`src/rtl/fetch_unit_pkg.sv`:
```
// Shared definitions for the instruction fetch stage.
// Provides the datapath width, the instruction size in bytes and the
// packed {inst, pc} entry that is buffered between imem and decode.
package fetch_unit_pkg;

  localparam int BIT_WIDTH  = 32;
  localparam int INST_BYTES = 4;

  typedef struct packed {
    logic [BIT_WIDTH-1:0] inst;
    logic [BIT_WIDTH-1:0] pc;
  } fetch_entry_t;

endpackage

```
`src/rtl/fetch_unit_sync_fifo.sv`:
```
// Purpose: generic synchronous FIFO with flush and head/count outputs.
// Latency: a push is visible at head the cycle after it is written.
// Backpressure: the producer must respect count; a push while full is dropped.
// Ports: push/push_data write the tail, pop removes the head (ignored
// when empty), flush empties the FIFO and wins over push/pop, count is
// the occupancy and head is the oldest entry (reset contents are 0).
module fetch_unit_sync_fifo #(
  parameter int WIDTH = 64,
  parameter int DEPTH = 2,
  localparam int AW = $clog2(DEPTH),
  localparam int CW = AW + 1
) (
  input  logic             clk,
  input  logic             nreset,
  input  logic             push,
  input  logic [WIDTH-1:0] push_data,
  input  logic             pop,
  input  logic             flush,
  output logic [CW-1:0]    count,
  output logic [WIDTH-1:0] head
);

  logic [WIDTH-1:0] mem [DEPTH];
  logic [AW-1:0]    wr_ptr;
  logic [AW-1:0]    rd_ptr;
  logic             full;
  logic             do_push;
  logic             do_pop;

  assign full    = (count == CW'(DEPTH));
  assign do_pop  = pop && (count != '0);
  assign do_push = push && !full;
  assign head    = mem[rd_ptr];

  always_ff @(posedge clk or negedge nreset) begin
    if (!nreset) begin
      wr_ptr <= '0;
      rd_ptr <= '0;
      count  <= '0;
    end else if (flush) begin
      wr_ptr <= '0;
      rd_ptr <= '0;
      count  <= '0;
    end else begin
      if (do_push) wr_ptr <= wr_ptr + AW'(1);
      if (do_pop)  rd_ptr <= rd_ptr + AW'(1);
      case ({do_push, do_pop})
        2'b10:   count <= count + CW'(1);
        2'b01:   count <= count - CW'(1);
        default: count <= count;
      endcase
    end
  end

  always_ff @(posedge clk or negedge nreset) begin
    if (!nreset) begin
      for (int i = 0; i < DEPTH; i++) mem[i] <= '0;
    end else if (do_push && !flush) begin
      mem[wr_ptr] <= push_data;
    end
  end

`ifndef SYNTHESIS
  always @(posedge clk) begin
    if (nreset && push && !flush) begin
      assert (!full) else $error("fetch fifo overflow");
    end
  end
`endif

endmodule

```
`src/rtl/fetch_unit.sv`:
```
// Purpose: instruction fetch; sequential imem reads buffered for decode.
// Latency: request in cycle N -> out_valid in N+2; redirect in R -> out_valid for target in R+3.
// Backpressure: imem requests stop once buffered + in-flight words fill the FIFO.
// Ports: clk/nreset; imem_req/imem_addr/imem_rdata to the 1-cycle imem;
// out_valid/out_ready/out_inst/out_pc to decode; redirect_valid/redirect_pc
// flush and restart; new_pc/update_pc advance the regfile PC per accepted inst.
module fetch_unit
  import fetch_unit_pkg::*;
#(
  parameter int                   DEPTH    = 2,
  parameter logic [BIT_WIDTH-1:0] RESET_PC = '0
) (
  input  logic                 clk,
  input  logic                 nreset,
  output logic                 imem_req,
  output logic [BIT_WIDTH-1:0] imem_addr,
  input  logic [BIT_WIDTH-1:0] imem_rdata,
  output logic                 out_valid,
  input  logic                 out_ready,
  output logic [BIT_WIDTH-1:0] out_inst,
  output logic [BIT_WIDTH-1:0] out_pc,
  input  logic                 redirect_valid,
  input  logic [BIT_WIDTH-1:0] redirect_pc,
  output logic [BIT_WIDTH-1:0] new_pc,
  output logic                 update_pc
);

  localparam int CW = $clog2(DEPTH) + 1;

  logic [BIT_WIDTH-1:0] fetch_addr;
  logic [BIT_WIDTH-1:0] req_pc;
  logic                 inflight;
  logic                 epoch;
  logic                 req_epoch;
  logic [CW-1:0]        count;
  logic [CW:0]          occupancy;
  logic                 issue;
  logic                 push;
  logic                 pop;
  fetch_entry_t         head;
  fetch_entry_t         push_entry;
  logic                 unused_redirect_lsbs;

  assign unused_redirect_lsbs = ^redirect_pc[1:0];

  assign out_valid = (count != '0);
  assign pop       = out_valid && out_ready;

  // Slots committed after this edge: a pop this cycle frees its slot before
  // the response to a new request lands, which keeps 1 inst/cycle at DEPTH=2.
  assign occupancy = {1'b0, count} + (CW+1)'(inflight) - (CW+1)'(pop);

  // nreset gates the request so it drops as soon as reset asserts.
  assign issue     = nreset && !redirect_valid && (occupancy < (CW+1)'(DEPTH));
  assign imem_req  = issue;
  assign imem_addr = fetch_addr;

  // A response belongs to the current stream only if no redirect intervened.
  assign push            = inflight && (req_epoch == epoch) && !redirect_valid;
  assign push_entry.inst = imem_rdata;
  assign push_entry.pc   = req_pc;

  always_ff @(posedge clk or negedge nreset) begin
    if (!nreset) begin
      fetch_addr <= {RESET_PC[BIT_WIDTH-1:2], 2'b00};
      req_pc     <= '0;
      inflight   <= 1'b0;
      epoch      <= 1'b0;
      req_epoch  <= 1'b0;
    end else if (redirect_valid) begin
      fetch_addr <= {redirect_pc[BIT_WIDTH-1:2], 2'b00};
      inflight   <= 1'b0;
      epoch      <= ~epoch;
    end else begin
      inflight <= issue;
      if (issue) begin
        fetch_addr <= fetch_addr + BIT_WIDTH'(INST_BYTES);
        req_pc     <= fetch_addr;
        req_epoch  <= epoch;
      end
    end
  end

  fetch_unit_sync_fifo #(
    .WIDTH ($bits(fetch_entry_t)),
    .DEPTH (DEPTH)
  ) u_fifo (
    .clk       (clk),
    .nreset    (nreset),
    .push      (push),
    .push_data (push_entry),
    .pop       (pop),
    .flush     (redirect_valid),
    .count     (count),
    .head      (head)
  );

  assign out_inst  = head.inst;
  assign out_pc    = head.pc;
  assign new_pc    = out_valid ? (head.pc + BIT_WIDTH'(INST_BYTES)) : '0;
  // The regfile forbids a PC update in the same cycle as a PC write.
  assign update_pc = pop && !redirect_valid;

`ifndef SYNTHESIS
  always @(posedge clk) begin
    if (nreset) begin
      assert (!(update_pc && redirect_valid)) else $error("update_pc with redirect");
      assert (imem_addr[1:0] == 2'b00) else $error("misaligned imem_addr");
    end
  end
`endif

endmodule
```
`config.mk`:
```
export PLATFORM = sky130hd
export DESIGN_NAME = fetch_unit
export DESIGN_NICKNAME = d
export VERILOG_FILES = /design/src/rtl/fetch_unit_pkg.sv /design/src/rtl/fetch_unit_sync_fifo.sv /design/src/rtl/fetch_unit.sv
export SDC_FILE = /design/constraint.sdc
export NUM_CORES = 1
export LEC_CHECK = 0
export ABC_AREA = 1
export CAP_MARGIN = 15
export CORE_MARGIN = 2
export CORE_UTILIZATION = 69
export DETAILED_ROUTE_END_ITERATION = 10
export DONT_BUFFER_PORTS = 1
export PLACE_DENSITY = 0.93
export SYNTH_ARGS = -nofsm -noshare
export SYNTH_HDL_FRONTEND = slang
export SYNTH_HIERARCHICAL = 1
export SYNTH_SLANG_ARGS = --single-unit
export TNS_END_PERCENT = 5
```
`constraint.sdc`:
```
create_clock -name clk -period 3.97 [get_ports clk]
set_input_delay 0.1985 -clock clk [delete_from_list [all_inputs] [get_ports clk]]
set_output_delay 0.1985 -clock clk [all_outputs]
set_load 0.1 [all_outputs]
```
# [Word level (Yosys, flattened, before mapping)]
# Index checks and enable logic that the tools add are counted.
[classes] n_addsub=8 magnitude_cmp=4 eq_ne=4 muxes=16 bitwise_logic=4 n_reduce_logical=18
[op_table] op="64-bit two-way mux" count=4
[op_table] op="128-bit bitwise mux" count=1
[op_table] op="32-bit two-way mux" count=3
[op_table] op="32-bit by 3-bit adder with 32-bit output (second input constant)" count=2
[op_table] op="64-bit demux with 1-bit select" count=1
[op_table] op="1-bit logical AND" count=10
[op_table] op="2-bit nonzero test" count=4
[op_table] op="1-bit two-way mux" count=5
[op_table] op="2-bit == test (second input constant)" count=2
[op_table] op="2-bit >= comparator (second input constant)" count=2
[op_table] op="1-bit inverter with 2-bit output" count=2
[op_table] op="2-bit one-hot mux with 2 select lines" count=1
[op_table] op="2-bit by 1-bit adder with 3-bit output" count=1
[op_table] op="3-bit by 2-bit less-than comparator with 1-bit output (second input constant)" count=1
[op_table] op="3-bit nonzero test" count=1
[op_table] op="3-bit by 1-bit subtractor with 3-bit output" count=1
[op_table] op="1-bit adder (second input constant)" count=2
[op_table] op="2-bit by 1-bit adder with 2-bit output (second input constant)" count=1
[op_table] op="2-bit by 1-bit == test with 1-bit output (second input constant)" count=1
[op_table] op="1-bit logical NOT" count=2
[op_table] op="2-bit by 1-bit less-than comparator with 1-bit output (second input constant)" count=1
[op_table] op="2-bit two-way mux" count=1
[op_table] op="1-bit inverter" count=2
[op_table] op="2-bit AND reduction" count=1
[op_table] op="2 further kinds" count=2
[totals] register_bits=199 output_inout_bits=131

# [Longest topological paths before layout]
[depth] word_depth=7 mapped_depth=16 depth_no_buf=15

# [Modules after synthesis]
# Netlist, hierarchy kept.
[by_module_without_submodules] mod="fetch_unit_sync_fifo" n_inst=1 cells_each=718 area_each_um2=6079.6 seq_area_each_um2=3303.2
[by_module_without_submodules] mod="fetch_unit" n_inst=1 cells_each=730 area_each_um2=4554.4 seq_area_each_um2=1576.5

# [Worst setup path after synthesis]
# OpenSTA, ideal clock, no wires.
[synth_path] kind="reg-to-output" start="reg u_fifo.rd_ptr" end="out new_pc[4]" arrival_time_ns=4.248 slack_ns=-0.477 path_stages_with_launch=9 path_buffers=2 path_cell_list="dfrtp_1 -> inv_1 -> clkbuf_1 -> clkbuf_1 -> nand2_1 -> nand2_1 -> ha_1 -> nor2_1 -> nor3_1"
[synth_via] elab_chain_len=6
[synth_rtl] item="start, declared" line="fetch_unit_sync_fifo.sv:25" source="logic [AW-1:0] rd_ptr;"
[synth_rtl] item="start signal, assigned" line="fetch_unit_sync_fifo.sv:46" source="if (do_pop) rd_ptr <= rd_ptr + AW'(1);"
[synth_rtl] item="1-bit inverter with 2-bit output (implied by the code)" line="fetch_unit_sync_fifo.sv:33" source="assign head = mem[rd_ptr];"
[synth_rtl] item="64-bit two-way mux (implied by the code) (3 in a row)" line="fetch_unit_sync_fifo.sv:33"
[synth_rtl] item="via out_pc[2]" line="fetch_unit.sv:21" source="output logic [BIT_WIDTH-1:0] out_pc,"
[synth_rtl] item="32-bit by 3-bit adder with 32-bit output" line="fetch_unit.sv:100" source="assign new_pc = out_valid ? (head.pc + BIT_WIDTH'(INST_BYTES)) : '0;"
[synth_rtl] item="32-bit two-way mux" line="fetch_unit.sv:100"
[synth_rtl] item="end, declared" line="fetch_unit.sv:24" source="output logic [BIT_WIDTH-1:0] new_pc,"
# The timed path passes the listed nets, and every way through them passes these cells. The select of a mux whose other input is x is not followed.

# [Worst setup path after layout]
[layout_path] start="reg u_fifo.count[1]" end="out imem_req"
[layout_via] elab_chain_len=5
[layout_rtl] item="start, declared" line="fetch_unit_sync_fifo.sv:19" source="output logic [CW-1:0] count,"
[layout_rtl] item="start signal, assigned" line="fetch_unit_sync_fifo.sv:48" source="2'b10: count <= count + CW'(1);"
[layout_rtl] item="start signal, assigned" line="fetch_unit_sync_fifo.sv:49" source="2'b01: count <= count - CW'(1);"
[layout_rtl] item="start signal, assigned" line="fetch_unit_sync_fifo.sv:50" source="default: count <= count;"
[layout_rtl] item="2-bit nonzero test" line="fetch_unit.sv:46" source="assign out_valid = (count != '0);"
[layout_rtl] item="1-bit logical AND" line="fetch_unit.sv:47" source="assign pop = out_valid && out_ready;"
[layout_rtl] item="via pop" line="fetch_unit.sv:39" source="logic pop;"
[layout_rtl] item="3-bit by 1-bit subtractor with 3-bit output" line="fetch_unit.sv:51" source="assign occupancy = {1'b0, count} + (CW+1)'(inflight) - (CW+1)'(pop);"
[layout_rtl] item="3-bit by 2-bit less-than comparator with 1-bit output" line="fetch_unit.sv:54" source="assign issue = nreset && !redirect_valid && (occupancy < (CW+1)'(DEPTH));"
[layout_rtl] item="1-bit logical AND" line="fetch_unit.sv:54"
[layout_rtl] item="end, declared" line="fetch_unit.sv:15" source="output logic imem_req,"
# The timed path passes the listed nets, and every way through them passes these cells.

==> impl_metrics.py <==
metrics = {
    "critical_path": {
        "slowest_stage": "dfrtp_1",
        "reg2reg_slack_ns": 0.60,
        "worst_setup_path_start_kind": "register",
        "critical_path_class": "reg2out",
        "r2r-end": "imem_addr[6]",
        "max_stage_delay_ns": 0.64,
        "path_max_fanout": 31,
        "crit_cells": 12,
        "path_cells": "nor2_4 > clkinv_1 > nand2_1 > inv_1 > nand2_1 > o21ai_0 > nand2_1 > fa_1 > xnor2_1 > nand2_2 > inv_4 > buf_12",
        "cp.arrival_ns": 3.42,
        "startpoint": "u_fifo/count[1]",
        "cp.required_ns": 3.77,
        "cp_common_cell": "nand2_1",
        "rr_startpoint": "u_fifo/count[1]",
        "critPathBufInv": 4,
        "reg2reg_depth": 14,
        "crit_family": "buffers and inverters",
        "endpoint_kind": "primary output",
        "cp-endpoint": "imem_req",
    },
    "clocking": {
        "cts_root_buf": "clkbuf_16",
        "insertion_delay_ns": 0.44,
        "cts_hold_buf": 61,
        "cts_sinks": 195,
        "clock_path_buffers": 2,
        "clk_pin_slew_worst_paths_ns": 0.07,
        "htreeDepth": 4,
        "cts_tree": "yes",
        "cts_buffers": 17,
    },
    "routing": {
        "remaining_drc_errors": 0,
        "wl_per_cell_um": 17.40,
        "wl_um": 30490,
        "via_per_inst": 5.854,
        "ant_nets": 0,
        "drt_iter0_drc": 1197,
        "dr.pass1.iters": 9,
        "vias": 10260,
    },
    "sta": {
        "period_minus_slack_ns": 3.618,
        "slew_headroom_pct": 25.00,
        "hold_ws_ns": -0.5454,
        "max_freq_mhz": 276.4,
        "setup_viol": 0,
        "rsz0062_at_grt": "no",
        "slew_viol_final": 0,
        "worstMarginPinSlew_ns": 1.124,
        "clock_skew_ns": 0.008190,
        "fin_tns_setup_ns": 0,
        "finalHoldViolations": 195,
        "post-route-period-util_pct": 91.14,
    },
    "die": {
        "die_w_um": 128.1,
        "start_util_pct": 70.21,
        "dieArea_mm2": 0.01642,
        "core_area_mm2": 0.01515,
        "fp-row-count": 45,
        "die_y_um": 128.1,
        "io_pins": 199,
    },
    "finish": {
        "layout-drive-gt1-share_pct": 15.73,
        "area_growth_pct": 20.53,
        "nets": 1622,
        "diodes": 0,
        "fillers": 802,
    },
    "synth": {
        "synth_top_area_cell": "dfrtp_1",
        "synth.distinct_cells": 35,
        "synth_edf_count": 0,
        "synth_seq_area_share_pct": 45.89,
        "synth_top_cell_area_share_pct": 45.89,
        "synth_area_per_cell_um2": 7.344,
        "ys_seq_elements": 195,
        "mappedNetlistArea_mm2": 0.01063,
        "syn_inst": 1448,
        "synth_area_leaders": "dfrtp_1 46%, nand2_1 21%, inv_1 5.4%, o21ai_2 5.4%, nor2_1 4.2%",
        "ys_warn_count": 6,
        "yosys_most_used_dff": "dfrtp_1",
        "ys_async_sr_fraction_pct": 100.0,
    },
    "grt": {
        "grt_max_degree": 197,
        "grt_pass1_wl_um": 49030,
        "overflow": 0,
        "grt_antenna_before_repair": 0,
        "grt_usage_pct": 38.06,
        "first_global_vias": 10080,
    },
    "power": {
        "p_per_area_mw_per_mm2": 867.7,
        "total_leakage_power_nw": 6.253,
        "vdd.ir_drop.worst_mv": 0.5079,
    },
    "outcome": {
        "violations": "negative hold slack",
        "status": "complete, but fails checks",
    },
    "place": {
        "hpwl_um": 17780,
        "port_buffers": 0,
        "place_congestion": 0.9662,
    },
    "min_path": {
        "hold_path_class": "in2async",
    },
    "run": {
        "drv_cap": 0,
    },
}
==> worst reg2reg max path: stages, from the launching register on <==
cell	delay, ns
dfrtp_1	0.64
nor2_4	0.05
clkinv_1	0.06
nand2_1	0.07
inv_1	0.10
nand2_1	0.11
o21ai_0	0.18
nand2_1	0.12
fa_1	0.40
xnor2_1	0.29
nand2_2	0.31
nand2_2	0.38
inv_1	0.27
nand2_1	0.14
nand3_1	0.11
==> cell usage after synthesis, types with 2 or more instances <==
library cell and count:
o21ai_2 65, nor2_2 12, inv_1 154, o21ai_0 41, o21ai_1 74, a21oi_1 7, nor2_1 119, xnor2_1 7
nand2_1 589, buf_2 17, nand3_2 2, buf_6 18, buf_1 5, dfrtp_1 195, ha_1 2, nand2_2 7
xor2_1 5, buf_4 9, clkbuf_1 14, nor3_1 2, o211ai_1 6, nor2_4 6, and2_1 3, nand3_1 73
nand4_1 6
==> final cells by class <==
class / count / area [um2] / share of cell area, %
clock buffer: 20 / 456.7 / 3.563
clock inverter: 12 / 202.7 / 1.581
tap: 188 / 235.2 / 1.835
multi-input combinational: 1037 / 4857 / 37.90
inverter: 156 / 588.1 / 4.588
timing repair buffer: 144 / 1597 / 12.46
sequential: 195 / 4881 / 38.08
==> flip-flops by register name, summed over array words and instances (netlist names) <==
signal and count:
u_fifo/mem 128, u_fifo/count 2, u_fifo/wr_ptr 1, req_epoch 1
inflight 1, epoch 1, req_pc 30, u_fifo/rd_ptr 1
imem_addr 30
==> stage by stage <==
step | total power, mW | instance area [um2] | utilization, % | instances | setup slack (ns)
after floorplan | 7.724 | 10650 | - | 1451 | -0.4704
after global placement | 8.814 | 11540 | 76.22 | 1659 | 1.035
after detailed placement | 8.970 | 11540 | 76.22 | 1659 | 0.9976
after CTS | 10.96 | 12810 | 84.61 | 1752 | 0.3644
after global routing | 11.55 | 12820 | 84.63 | 1752 | 0.1408
final | 11.12 | 12820 | 84.63 | 1752 | 0.3516
==> cells in the final DEF (no fill, tap or decap), types with 2 or more instances in the layout <==
| cell type | synthesis | final |
|---|---|---|
| nand2_1 | 589 | 589 |
| dfrtp_1 | 195 | 194 |
| inv_1 | 154 | 152 |
| nor2_1 | 119 | 93 |
| o21ai_1 | 74 | 74 |
| nand3_1 | 73 | 73 |
| o21ai_2 | 65 | 65 |
| dlygate4sd3_1 | 0 | 61 |
| buf_4 | 9 | 54 |
| o21ai_0 | 41 | 41 |
| nor2_2 | 12 | 38 |
| buf_12 | 0 | 29 |
| clkbuf_16 | 0 | 17 |
| xnor2_1 | 7 | 7 |
| nand2_2 | 7 | 6 |
| nor2_4 | 6 | 6 |
| nand4_1 | 6 | 6 |
| o211ai_1 | 6 | 6 |
| xor2_1 | 5 | 5 |
| bufinv_16 | 0 | 5 |
| a21oi_2 | 0 | 4 |
| conb_1 | 1 | 4 |
| and2_1 | 3 | 3 |
| a21oi_1 | 7 | 3 |
| clkinv_4 | 0 | 3 |
| nor3_4 | 1 | 2 |
| nand2_4 | 1 | 2 |
| ha_1 | 2 | 2 |
| clkbuf_8 | 0 | 2 |
| clkinv_2 | 0 | 2 |
| inv_2 | 1 | 2 |
==> logic make-up after synthesis <==
family                     after synthesis  share of synthesized area, %
buffers and inverters                  219                         9.519
other                                    1                       0.03526
AOI/OAI and AO/OA                      194                         11.67
xor gates and xnor gates                12                        0.9883
DFF                                    195                         45.89
and+or+nand+nor                        824                         31.47
adders and majority gates                3                        0.4235
==> how the worst min path moves through the flow <==
stage	start	end	slack, ns	depth (start not counted)
2_1_floorplan	nreset	epoch	-0.1	0
3_3_place_gp	nreset	u_fifo/mem[41]	-0.09	0
3_5_place_dp	nreset	u_fifo/mem[43]	-0.09	0
4_1_cts	nreset	u_fifo/mem[43]	-0.56	0
5_1_grt	nreset	u_fifo/mem[41]	-0.57	0
6_report	nreset	u_fifo/mem[41]	-0.55	0
==> where the power goes <==
group / switching (mW) / total, mW / internal (mW)
registers: 0.883 / 3.39 / 2.50
clock network: 0.768 / 1.92 / 1.16
logic: 4.62 / 5.81 / 1.19
==> per-layer routing <==
metal  up-vias  part of all wire [%]  routed length, um  GRT usage [%]
met1      4724                    37              11190          46.61
met3       172                   9.5               2909          9.516
met4         0                   5.1               1553          19.26
li1       4675                     -                  -              -
met5         -                     0                  0              0
met2       686                    49              14840          63.10
==> repair_timing <==
item	4_1_cts	5_1_grt
setup endpoints to repair	0	1
hold endpoints to repair	288	195
buffers inserted	0	0
resized for setup	0	2
No activity file was read; power rests on OpenSTA's default activity.
